[config.mk]
export PLATFORM = sky130hd
export DESIGN_NAME = watch_mode_controller
export DESIGN_NICKNAME = d
export VERILOG_FILES = /design/src/rtl/watch_mode_controller.sv
export SDC_FILE = /design/constraint.sdc
export NUM_CORES = 1
export LEC_CHECK = 0
export BUFFER_PORTS_ARGS = -buffer_cell sky130_fd_sc_hd__buf_4
export CORE_ASPECT_RATIO = 0.5
export CORE_UTILIZATION = 35
export DETAILED_ROUTE_END_ITERATION = 10
export PLACE_DENSITY_LB_ADDON = 0.3
export SYNTH_ARGS = -nofsm -noshare
export SYNTH_HDL_FRONTEND = slang
export SYNTH_SLANG_ARGS = --single-unit
[constraint.sdc]
create_clock -name clk_50MHz -period 1.2 [get_ports clk_50MHz]
set_input_delay 0.18 -clock clk_50MHz [delete_from_list [all_inputs] [get_ports clk_50MHz]]
set_output_delay 0.18 -clock clk_50MHz [all_outputs]
set_load 0.005 [all_outputs]
[src/rtl/watch_mode_controller.sv]
// Watch mode controller: four debounced buttons drive a WATCH/ALARM/STOP mode FSM
// with a SET sub-state, alarm arming, and stopwatch run/clear control.
module watch_mode_controller #(
  parameter int DEB_CYCLES = 16
) (
  input  logic       clk_50MHz,
  input  logic       reset,
  input  logic       u_mode,
  input  logic       u_set,
  input  logic       u_op1,
  input  logic       u_op2,
  output logic       isWatch,
  output logic       isAlarm,
  output logic       isStop,
  output logic       set_active,
  output logic [1:0] field_sel,
  output logic       inc_pulse,
  output logic       dec_pulse,
  output logic       alarm_en,
  output logic       sw_run,
  output logic       sw_clear
);

  localparam int CW = (DEB_CYCLES > 2) ? $clog2(DEB_CYCLES) : 1;
  localparam logic [CW-1:0] CNT_LAST = CW'(DEB_CYCLES - 1);

  typedef enum logic [1:0] {
    S_WATCH = 2'd0,
    S_ALARM = 2'd1,
    S_STOP  = 2'd2
  } mode_t;

  // Bit order everywhere below: {op2, op1, set, mode}.
  logic [3:0]    w_raw;
  logic [3:0]    r_sync1;
  logic [3:0]    r_sync2;
  logic [3:0]    r_acc;
  logic [3:0]    r_acc_d;
  logic [CW-1:0] r_cnt [4];
  logic [3:0]    w_evt;
  logic          w_ev_mode;
  logic          w_ev_set;
  logic          w_ev_op1;
  logic          w_ev_op2;

  assign w_raw = {u_op2, u_op1, u_set, u_mode};

  always_ff @(posedge clk_50MHz or posedge reset) begin
    if (reset) begin
      r_sync1 <= '0;
      r_sync2 <= '0;
      r_acc   <= '0;
      r_acc_d <= '0;
      for (int i = 0; i < 4; i++) r_cnt[i] <= '0;
    end else begin
      r_sync1 <= w_raw;
      r_sync2 <= r_sync1;
      r_acc_d <= r_acc;
      for (int i = 0; i < 4; i++) begin
        if (r_sync2[i] == r_acc[i]) begin
          r_cnt[i] <= '0;
        end else if (r_cnt[i] == CNT_LAST) begin
          r_acc[i] <= r_sync2[i];
          r_cnt[i] <= '0;
        end else begin
          r_cnt[i] <= r_cnt[i] + 1'b1;
        end
      end
    end
  end

  // Press events: rising accepted level; only the highest-priority one survives.
  assign w_evt     = r_acc & ~r_acc_d;
  assign w_ev_mode = w_evt[0];
  assign w_ev_set  = w_evt[1] & ~w_evt[0];
  assign w_ev_op1  = w_evt[2] & ~(|w_evt[1:0]);
  assign w_ev_op2  = w_evt[3] & ~(|w_evt[2:0]);

  mode_t      r_mode, w_mode_nx;
  logic       r_set, w_set_nx;
  logic [1:0] r_field, w_field_nx;
  logic       r_alarm, w_alarm_nx;
  logic       r_run, w_run_nx;
  logic       r_inc, w_inc_nx;
  logic       r_dec, w_dec_nx;
  logic       r_clr, w_clr_nx;

  always_ff @(posedge clk_50MHz or posedge reset) begin
    if (reset) begin
      r_mode  <= S_WATCH;
      r_set   <= 1'b0;
      r_field <= 2'd0;
      r_alarm <= 1'b0;
      r_run   <= 1'b0;
      r_inc   <= 1'b0;
      r_dec   <= 1'b0;
      r_clr   <= 1'b0;
    end else begin
      r_mode  <= w_mode_nx;
      r_set   <= w_set_nx;
      r_field <= w_field_nx;
      r_alarm <= w_alarm_nx;
      r_run   <= w_run_nx;
      r_inc   <= w_inc_nx;
      r_dec   <= w_dec_nx;
      r_clr   <= w_clr_nx;
    end
  end

  always_comb begin
    w_mode_nx  = r_mode;
    w_set_nx   = r_set;
    w_field_nx = r_field;
    w_alarm_nx = r_alarm;
    w_run_nx   = r_run;
    w_inc_nx   = 1'b0;
    w_dec_nx   = 1'b0;
    w_clr_nx   = 1'b0;
    if (w_ev_mode) begin
      case (r_mode)
        S_WATCH: w_mode_nx = S_ALARM;
        S_ALARM: w_mode_nx = S_STOP;
        default: w_mode_nx = S_WATCH;
      endcase
      w_set_nx   = 1'b0;
      w_field_nx = 2'd0;
    end else if (w_ev_set) begin
      if (r_mode != S_STOP) begin
        if (!r_set) begin
          w_set_nx   = 1'b1;
          w_field_nx = 2'd0;
        end else if ((r_mode == S_WATCH && r_field != 2'd2) ||
                     (r_mode == S_ALARM && r_field == 2'd0)) begin
          w_field_nx = r_field + 2'd1;
        end else begin
          w_set_nx   = 1'b0;
          w_field_nx = 2'd0;
        end
      end
    end else if (w_ev_op1) begin
      if (r_set)                  w_inc_nx   = 1'b1;
      else if (r_mode == S_ALARM) w_alarm_nx = ~r_alarm;
      else if (r_mode == S_STOP)  w_run_nx   = ~r_run;
    end else if (w_ev_op2) begin
      if (r_set)                            w_dec_nx = 1'b1;
      else if (r_mode == S_STOP && !r_run)  w_clr_nx = 1'b1;
    end
  end

  assign isWatch    = (r_mode == S_WATCH);
  assign isAlarm    = (r_mode == S_ALARM);
  assign isStop     = (r_mode == S_STOP);
  assign set_active = r_set;
  assign field_sel  = r_field;
  assign inc_pulse  = r_inc;
  assign dec_pulse  = r_dec;
  assign alarm_en   = r_alarm;
  assign sw_run     = r_run;
  assign sw_clear   = r_clr;

endmodule

==> impl_metrics.env, run 1 <==
export IMPL_timing_rr_end="set_active$_DFFE_PP0P_"
export IMPL_avgSynthCellArea_um2=12.78
export IMPL_worstSetupPathType="register to register"
export IMPL_num_vias=1184
export IMPL_grt_max_degree=43
export IMPL_ys_warnings_count=0
export IMPL_postPlaceCellArea_um2=2009
export IMPL_cts_buffers=5
export IMPL_overflow=0
export IMPL_fin_skew_ns=0.005642
export IMPL_reg2regPathDepth=5
export IMPL_required_ns=1.38
export IMPL_netlist_area_um2=1699
export IMPL_start_kind="register"
export IMPL_synth_ff_type="dfrtp_1"
export IMPL_rows=17
export IMPL_crit_end="set_active$_DFFE_PP0P_"
export IMPL_drive_gt1_frac=0.3989
export IMPL_status="finished, violations left"
export IMPL_path_clk_slew_ns=0.08
export IMPL_clock_sinks=42
export IMPL_clock_latency_ns=0.29
export IMPL_power_switching_uw=605.0
export IMPL_wl_per_cell_um=12.04
export IMPL_ys_seq_area_frac=0.6186
export IMPL_grt_antenna_before_repair=0
export IMPL_period_share=1.047
export IMPL_ant_nets=0
export IMPL_chipHeight_um=51.27
export IMPL_internal_power_mw=2.199
export IMPL_reg2reg_from="field_sel[0]$_DFFE_PP0P_"
export IMPL_p_leak_nw=1.074
export IMPL_netSwitchingFraction=0.2158
export IMPL_p_per_area_nw_per_um2=1189
export IMPL_place_congestion=0.7798
export IMPL_start_util=0.3750
export IMPL_num_antenna_cells=0
export IMPL_track_usage=0.1308
export IMPL_pwr_share_comb=0.072
export IMPL_dp_hpwl_mm=1.904
export IMPL_cp_arrival_ns=1.44
export IMPL_worst_slack_ns=-0.05631
export IMPL_drv_cap=0
export IMPL_slew_headroom=0.7408
export IMPL_via_per_inst=4.755
export IMPL_rsz0062_at_grt="true"
export IMPL_pwr_share_seq=0.537
export IMPL_rrSetupSlack_ns=-0.06
export IMPL_mostFrequentLayoutCells="dfrtp_1 (41), buf_4 (31), xnor2_1 (10)"
export IMPL_grt_pass1_vias=1128
export IMPL_synthCells=133
export IMPL_fp_coreArea_um2=4531
export IMPL_crit_path_start="field_sel[0]$_DFFE_PP0P_"
export IMPL_final_cell_area_um2=2357
export IMPL_crit_fanout=3
export IMPL_p_clk_frac=0.392
export IMPL_synthArstFlopShare=1.000
export IMPL_drc=0
export IMPL_grt_pass1_wl_mm=5.037
export IMPL_dieArea_um2=5154
export IMPL_cts_max_path_buffers=2
export IMPL_ys_seq_elements=42
export IMPL_fin_util=0.5203
export IMPL_synth_edf_count=0
export IMPL_io_buffers=16
export IMPL_htreeDepth=2
export IMPL_violations="setup timing"
export IMPL_slew_violations=0
export IMPL_synth_net_count=145
export IMPL_drt_initial_drc_count=24
export IMPL_finalWirelength_mm=2.999
export IMPL_firstDrtPassIters=6
export IMPL_layout_min_cycle_time_ns=1.256
export IMPL_cts_tree="built"
export IMPL_ir_drop_mv=0.6446
export IMPL_cts_root_buffer="clkbuf_8"
export IMPL_hold_class="register to register"
export IMPL_layout_commonest_cell="dfrtp_1"
export IMPL_worst_pin_slew_ns=0.3861
export IMPL_area_delta_synth_final_pct=38.73
export IMPL_finalSetupViolCount=6
export IMPL_die_w_um=100.5
export IMPL_fmax_mhz=796.0
export IMPL_ys_types=28
export IMPL_ios=17
export IMPL_hold_violations=0
export IMPL_nNetsFinal=194
export IMPL_critical_path_endpoint_type="register"
[layout make-up]
| cell class | count | area (um2) |
|---|---|---|
| Multi-Input combinational cell | 81 | 709.4 |
| Timing Repair Buffer | 43 | 370.4 |
| Tap cell | 66 | 82.58 |
| Inverter | 9 | 36.28 |
| Fill cell | 381 | 2173 |
| Sequential cell | 42 | 1052 |
| Clock buffer | 7 | 76.32 |
| Clock inverter | 1 | 30.03 |
[sequential cells by signal, indices dropped and copies added, names as in the netlist, 2 cells and up]
| name | count |
|---|---|
| r_acc_d | 4 |
| r_acc | 4 |
| field_sel | 2 |
| r_mode | 2 |
| r_sync1 | 4 |
| r_sync2 | 4 |
| r_cnt | 16 |
[worst max-delay path: stages (launching register included)]
cell	delay (ns)
dfrtp_1	0.38
inv_2	0.07
ha_4	0.15
or2b_1	0.24
a311oi_2	0.20
a211oi_1	0.10
[power groups by stage]
stage	clock (mW)	combinational, mW	sequential [mW]
6_report	1.10	0.200	1.50
3_3_place_gp	0	0.150	1.53
2_1_floorplan	0	0.0919	1.52
4_1_cts	1.13	0.179	1.50
5_1_grt	1.18	0.228	1.51
3_5_place_dp	0	0.153	1.53
[synth_stat cells, types with 2 or more instances]
master / instances / share of area
nand2b_1: 3 / 0.011
inv_1: 8 / 0.018
and4_1: 2 / 0.010
a21oi_1: 7 / 0.021
nand4_1: 5 / 0.018
nor2b_1: 7 / 0.026
nor2_1: 6 / 0.013
nand2_1: 2 / 0.0044
o21ai_0: 3 / 0.0088
dfrtp_1: 42 / 0.62
ha_1: 6 / 0.044
nand3_1: 4 / 0.012
nand4b_1: 3 / 0.015
mux2_2: 6 / 0.040
xnor2_1: 10 / 0.052
nor3b_1: 7 / 0.031
[kinds of logic (layout without fill, tap and decap cells)]
group                      count (synthesis)  after routing  share of synthesized area
and+or+nand+nor                           42             42                     0.1583
buffers and inverters                     10             60                    0.02282
DFF                                       42             42                     0.6186
muxes                                      6              6                    0.03976
xor gates and xnor gates                  10             10                    0.05154
AOI/OAI and AO/OA                         17             17                    0.06480
adders and majority gates                  6              6                    0.04418
[routing by layer]
metal | GRT usage | wire length [um]
met5 | 0 | 0
met4 | 0.05797 | 38
met3 | 0.04241 | 100
met2 | 0.2112 | 1464
met1 | 0.1624 | 1395
[how the worst min path moves through the flow]
stage / slack (ns) / endpoint / start / cells after the start
floorplan: 0.21 / r_sync1[0]$_DFF_PP0_ / u_mode / 0
global placement: 0.27 / r_cnt[10]$_DFF_PP0_ / reset / 3
global route: 0.37 / r_sync2[3]$_DFF_PP0_ / r_sync1[3]$_DFF_PP0_ / 0
finish: 0.35 / r_sync2[2]$_DFF_PP0_ / r_sync1[2]$_DFF_PP0_ / 0
detailed placement: 0.27 / r_cnt[10]$_DFF_PP0_ / reset / 3
CTS: 0.35 / r_sync2[2]$_DFF_PP0_ / r_sync1[2]$_DFF_PP0_ / 0
[repair_timing]
action | 4_1_cts | 5_1_grt
pin swaps | 0 | 9
hold buffers | 5 | 0
setup buffers | 4 | 5
resized for setup | 15 | 17
setup endpoints to repair | 6 | 15
endpoints found under the hold margin | 46 | 0
[per-stage QoR]
step,TNS [ns],setup slack [ns],total power [mW],instances,hold WS [ns]
5_1_grt,-0.5071,-0.1137,2.922,249,0.3718
6_report,-0.1712,-0.05631,2.804,249,0.3515
3_5_place_dp,-0.04507,-0.04507,1.682,227,0.2686
4_1_cts,-0.2135,-0.05773,2.805,244,0.3530
2_1_floorplan,-0.01846,-0.01846,1.614,133,0.2114
3_3_place_gp,0,0.01273,1.676,227,0.2668
(Power assumes the default switching activity.)
==> inputs of run 2 (changes only) <==
- BUFFER_PORTS_ARGS: -buffer_cell sky130_fd_sc_hd__buf_4 -> -buffer_cell sky130_fd_sc_hd__buf_2
- SETUP_SLACK_MARGIN: unset -> 0.15
==> impl_metrics.env, run 2 (synthesis results as in run 1) <==
export IMPL_status="finished, violations left"
export IMPL_violations="setup timing"
export IMPL_mostFrequentLayoutCells="dfrtp_1 (40), buf_4 (19), buf_2 (13)"
export IMPL_num_antenna_cells=0
export IMPL_largest_reg_flops=16
export IMPL_power_switching_uw=710.6
export IMPL_grt_pass1_wl_mm=5.326
export IMPL_drt_initial_drc_count=21
export IMPL_layout_commonest_cell="dfrtp_1"
export IMPL_period_share=1.059
export IMPL_netSwitchingFraction=0.2595
export IMPL_cts_max_path_buffers=2
export IMPL_dieArea_um2=5154
export IMPL_finalSetupViolCount=5
export IMPL_dp_hpwl_mm=1.989
export IMPL_place_congestion=0.7551
export IMPL_crit_end="isStop"
export IMPL_fin_skew_ns=0.008132
export IMPL_nNetsFinal=200
export IMPL_start_util=0.3750
export IMPL_reg2regPathDepth=4
export IMPL_htreeDepth=2
export IMPL_fmax_mhz=786.6
export IMPL_die_w_um=100.5
export IMPL_wl_per_cell_um=13.83
export IMPL_timing_rr_end="set_active$_DFFE_PP0P_"
export IMPL_rrSetupSlack_ns=-0.05
export IMPL_track_usage=0.1433
export IMPL_clock_sinks=42
export IMPL_register_area_um2=1054
export IMPL_num_vias=1197
export IMPL_clock_latency_ns=0.31
export IMPL_fill_cells=362
export IMPL_rows=17
export IMPL_place_ws_ns=-0.04057
export IMPL_grt_antenna_before_repair=0
export IMPL_area_delta_synth_final_pct=49.26
export IMPL_via_per_inst=4.694
export IMPL_p_leak_nw=1.131
export IMPL_cp_arrival_ns=1.09
export IMPL_cts_buffers=5
export IMPL_hold_class="register to register"
export IMPL_io_buffers=16
export IMPL_hold_violations=0
export IMPL_p_clk_frac=0.353
export IMPL_chipHeight_um=51.27
export IMPL_worst_slack_ns=-0.07137
export IMPL_p_per_area_nw_per_um2=1080
export IMPL_reg2reg_from="r_mode[0]$_DFFE_PP0P_"
export IMPL_rsz0062_at_grt="true"
export IMPL_pwr_share_comb=0.093
export IMPL_fp_coreArea_um2=4531
export IMPL_worst_pin_slew_ns=0.3255
export IMPL_cts_tree="built"
export IMPL_drc=0
export IMPL_slew_headroom=0.7825
export IMPL_top_register="r_cnt"
export IMPL_firstDrtPassIters=4
export IMPL_ios=17
export IMPL_pwr_share_seq=0.555
export IMPL_layout_min_cycle_time_ns=1.271
export IMPL_ir_drop_mv=0.4431
export IMPL_required_ns=1.02
export IMPL_crit_fanout=5
export IMPL_multi_input_area_um2=864.6
export IMPL_drive_gt1_frac=0.5079
export IMPL_internal_power_mw=2.028
export IMPL_fin_setup_tns_ns=-0.1839
export IMPL_critical_path_endpoint_type="output pin"
export IMPL_worstSetupPathType="register to output pin"
export IMPL_grt_pass1_vias=1171
export IMPL_slew_violations=0
export IMPL_cts_root_buffer="clkbuf_8"
export IMPL_grt_max_degree=30
export IMPL_crit_path_start="r_mode[0]$_DFFE_PP0P_"
export IMPL_overflow=0
export IMPL_path_clk_slew_ns=0.09
export IMPL_finalWirelength_mm=3.526
export IMPL_drv_cap=0
export IMPL_start_kind="register"
export IMPL_ant_nets=0
-- run 2: layer usage --
metal	vias to the layer above	wire, um	global-route usage
li1	576	-	-
met1	593	1598	0.1745
met2	20	1698	0.2237
met3	8	170	0.07250
met4	0	59	0.04348
met5	-	0	0
-- run 2: area by class of cell --
cell class              count  area share
clock inverters             3    0.009867
clock buffers               5     0.02713
well taps                  66     0.03256
repair buffers             49      0.1584
inverters                   9     0.01579
multi-input cells          81      0.3409
flip-flops and latches     42      0.4154
-- run 2: worst min path at each step --
stage	startpoint	to	cells past startpoint
final	r_sync1[1]$_DFF_PP0_	r_sync2[1]$_DFF_PP0_	0
after global routing	r_sync1[3]$_DFF_PP0_	r_sync2[3]$_DFF_PP0_	0
after detailed placement	reset	r_cnt[3]$_DFF_PP0_	2
after CTS	r_sync1[3]$_DFF_PP0_	r_sync2[3]$_DFF_PP0_	0
after floorplan	reset	alarm_en$_DFFE_PP0P_	1
after global placement	reset	r_cnt[3]$_DFF_PP0_	2
-- run 2: what timing repair did --
| item | 4_1_cts | 5_1_grt |
|---|---|---|
| endpoints found under the hold margin | 17 | 0 |
| resized for setup | 20 | 30 |
| pin swaps | 9 | 17 |
| gates cloned | 0 | 0 |
| setup endpoints to repair | 24 | 33 |
| buffers inserted | 16 | 4 |
| hold buffers | 5 | 0 |
-- run 2: through the flow --
step           hold slack [ns]    util  power [mW]  instance area, um2  std cells
2_1_floorplan           0.1715       -       1.622                1760        133
3_3_place_gp            0.1671  0.4380       1.666                1984        222
3_5_place_dp            0.1747  0.4380       1.676                1984        222
4_1_cts                 0.3541  0.5175       2.702                2345        251
5_1_grt                 0.3575  0.5598       2.879                2536        255
6_report                0.3525  0.5598       2.738                2536        255
-- run 2: critical path, cell delays in order (launching register included) --
cell	delay (ns)
dfrtp_2	0.46
nand2b_4	0.17
inv_4	0.06
buf_6	0.09
-- run 2: power by group through the flow --
stage               Sequential, mW  Combinational, mW  Clock, mW
global placement              1.53              0.135          0
floorplan                     1.52             0.0971          0
CTS                           1.50              0.211      0.987
global route                  1.53              0.283       1.07
detailed placement            1.53              0.141          0
finish                        1.52              0.254      0.966
==> inputs of run 3 (changes only) <==
- CORE_ASPECT_RATIO: 0.5 -> 1.4
==> impl_metrics.env, run 3 (synthesis results as in run 1) <==
export IMPL_ant_nets=0
export IMPL_p_per_area_nw_per_um2=1076
export IMPL_start_kind="register"
export IMPL_fmax_mhz=780.7
export IMPL_drive_gt1_frac=0.5108
export IMPL_pwr_share_comb=0.092
export IMPL_critical_path_endpoint_type="register"
export IMPL_dp_hpwl_mm=2.036
export IMPL_num_antenna_cells=0
export IMPL_reg2reg_from="field_sel[0]$_DFFE_PP0P_"
export IMPL_grt_pass1_vias=1315
export IMPL_hp_start="r_sync1[2]$_DFF_PP0_"
export IMPL_layout_commonest_cell="dfrtp_1"
export IMPL_power_switching_uw=640.5
export IMPL_min_to="r_sync2[2]$_DFF_PP0_"
export IMPL_rsz0062_at_grt="true"
export IMPL_postPlaceCellArea_um2=1972
export IMPL_cp_arrival_ns=1.46
export IMPL_drv_cap=0
export IMPL_internal_power_mw=2.071
export IMPL_wl_per_cell_um=13.96
export IMPL_cts_tree="built"
export IMPL_via_per_inst=4.935
export IMPL_grt_max_degree=43
export IMPL_ir_drop_mv=0.6451
export IMPL_ios=17
export IMPL_cts_root_buffer="clkbuf_8"
export IMPL_fp_coreArea_um2=4608
export IMPL_rrSetupSlack_ns=-0.08
export IMPL_track_usage=0.1448
export IMPL_register_area_um2=1055
export IMPL_rows=29
export IMPL_fill_cells=383
export IMPL_place_congestion=0.7095
export IMPL_path_clk_slew_ns=0.08
export IMPL_place_ws_ns=-0.07853
export IMPL_htreeDepth=2
export IMPL_cts_buffers=5
export IMPL_chipHeight_um=84.44
export IMPL_hold_class="register to register"
export IMPL_period_share=1.067
export IMPL_mostFrequentLayoutCells="dfrtp_1 (39), buf_4 (19), buf_2 (14)"
export IMPL_nNetsFinal=197
export IMPL_layout_min_cycle_time_ns=1.281
export IMPL_drc=0
export IMPL_clock_sinks=42
export IMPL_reg2regPathDepth=5
export IMPL_status="finished, violations left"
export IMPL_crit_path_start="field_sel[0]$_DFFE_PP0P_"
export IMPL_largest_reg_flops=16
export IMPL_cts_max_path_buffers=2
export IMPL_crit_fanout=3
export IMPL_worst_slack_ns=-0.08086
export IMPL_drt_initial_drc_count=56
export IMPL_die_w_um=60.89
export IMPL_final_cell_area_um2=2520
export IMPL_finalWirelength_mm=3.462
export IMPL_firstDrtPassIters=4
export IMPL_timing_rr_end="set_active$_DFFE_PP0P_"
export IMPL_worstHoldPathCells=0
export IMPL_p_leak_nw=1.119
export IMPL_p_clk_frac=0.346
export IMPL_area_delta_synth_final_pct=48.31
export IMPL_finalSetupViolCount=8
export IMPL_violations="setup timing"
export IMPL_grt_antenna_before_repair=0
export IMPL_overflow=0
export IMPL_hold_violations=0
export IMPL_start_util=0.3687
export IMPL_multi_input_area_um2=890.9
export IMPL_slew_headroom=0.8184
export IMPL_num_vias=1224
export IMPL_clock_latency_ns=0.29
export IMPL_worstSetupPathType="register to register"
export IMPL_slew_violations=0
export IMPL_top_register="r_cnt"
export IMPL_netSwitchingFraction=0.2362
export IMPL_dieArea_um2=5141
export IMPL_worst_pin_slew_ns=0.2711
export IMPL_required_ns=1.37
export IMPL_pwr_share_seq=0.562
export IMPL_grt_pass1_wl_mm=5.478
export IMPL_fin_skew_ns=0.009420
export IMPL_io_buffers=16
run 3: changes by cell type in the layout (fill, tap and decap cells not counted), sizes merged:
| cell | before | now |
|---|---|---|
| buf | 44 | 41 |
| clkbuf | 5 | 6 |
| inv | 9 | 8 |
run 3: power groups by stage:
stage | clock [mW] | sequential, mW | combinational [mW]
after global routing | 1.05 | 1.53 | 0.278
after detailed placement | 0 | 1.53 | 0.142
after floorplan | 0 | 1.52 | 0.0971
after CTS | 0.975 | 1.51 | 0.207
final | 0.938 | 1.52 | 0.251
after global placement | 0 | 1.53 | 0.131
run 3: stage by stage:
step	std cells	total power, mW	setup TNS, ns	hold WS, ns	utilization
2_1_floorplan	133	1.622	-0.01845	0.1715	-
3_3_place_gp	217	1.661	0	0.2415	0.4279
3_5_place_dp	217	1.677	-0.07853	0.2518	0.4279
4_1_cts	242	2.688	-0.2140	0.3549	0.5020
5_1_grt	248	2.856	-0.8056	0.3647	0.5468
6_report	248	2.711	-0.3418	0.3511	0.5468
run 3: layout make-up:
class | count | area share
clock buffers | 6 | 0.03277
clock inverters | 2 | 0.004965
inverters | 9 | 0.01589
multi-input cells | 81 | 0.3535
flip-flops and latches | 42 | 0.4186
well taps | 62 | 0.03078
repair buffers | 46 | 0.1435
run 3: worst max-delay path, stage by stage, from the launching register on:
cell,delay (ns)
dfrtp_1,0.36
inv_2,0.07
ha_4,0.16
or2b_1,0.25
a311oi_2,0.21
a211oi_1,0.11
run 3: timing repair:
action | CTS | global route
gates resized for setup | 24 | 27
endpoints found under the setup margin | 28 | 30
cloned | 0 | 0
pin swaps | 6 | 10
buffers inserted | 12 | 6
hold buffers | 5 | 0
hold endpoints to repair | 46 | 0
run 3: worst max-delay path by stage:
stage / to / slack, ns / cells after the start
6_report: set_active$_DFFE_PP0P_ / -0.08 / 5
5_1_grt: set_active$_DFFE_PP0P_ / -0.13 / 5
4_1_cts: set_active$_DFFE_PP0P_ / -0.08 / 5
3_5_place_dp: set_active$_DFFE_PP0P_ / -0.08 / 5
3_3_place_gp: set_active$_DFFE_PP0P_ / 0.01 / 5
2_1_floorplan: set_active$_DFFE_PP0P_ / -0.02 / 5
run 3: per-layer routing:
layer	vias to the layer above	GRT usage	share of wire
li1	572	-	-
met1	622	0.1399	0.39
met2	26	0.2607	0.57
met3	4	0.04777	0.026
met4	0	0.07231	0.011
met5	-	0	0
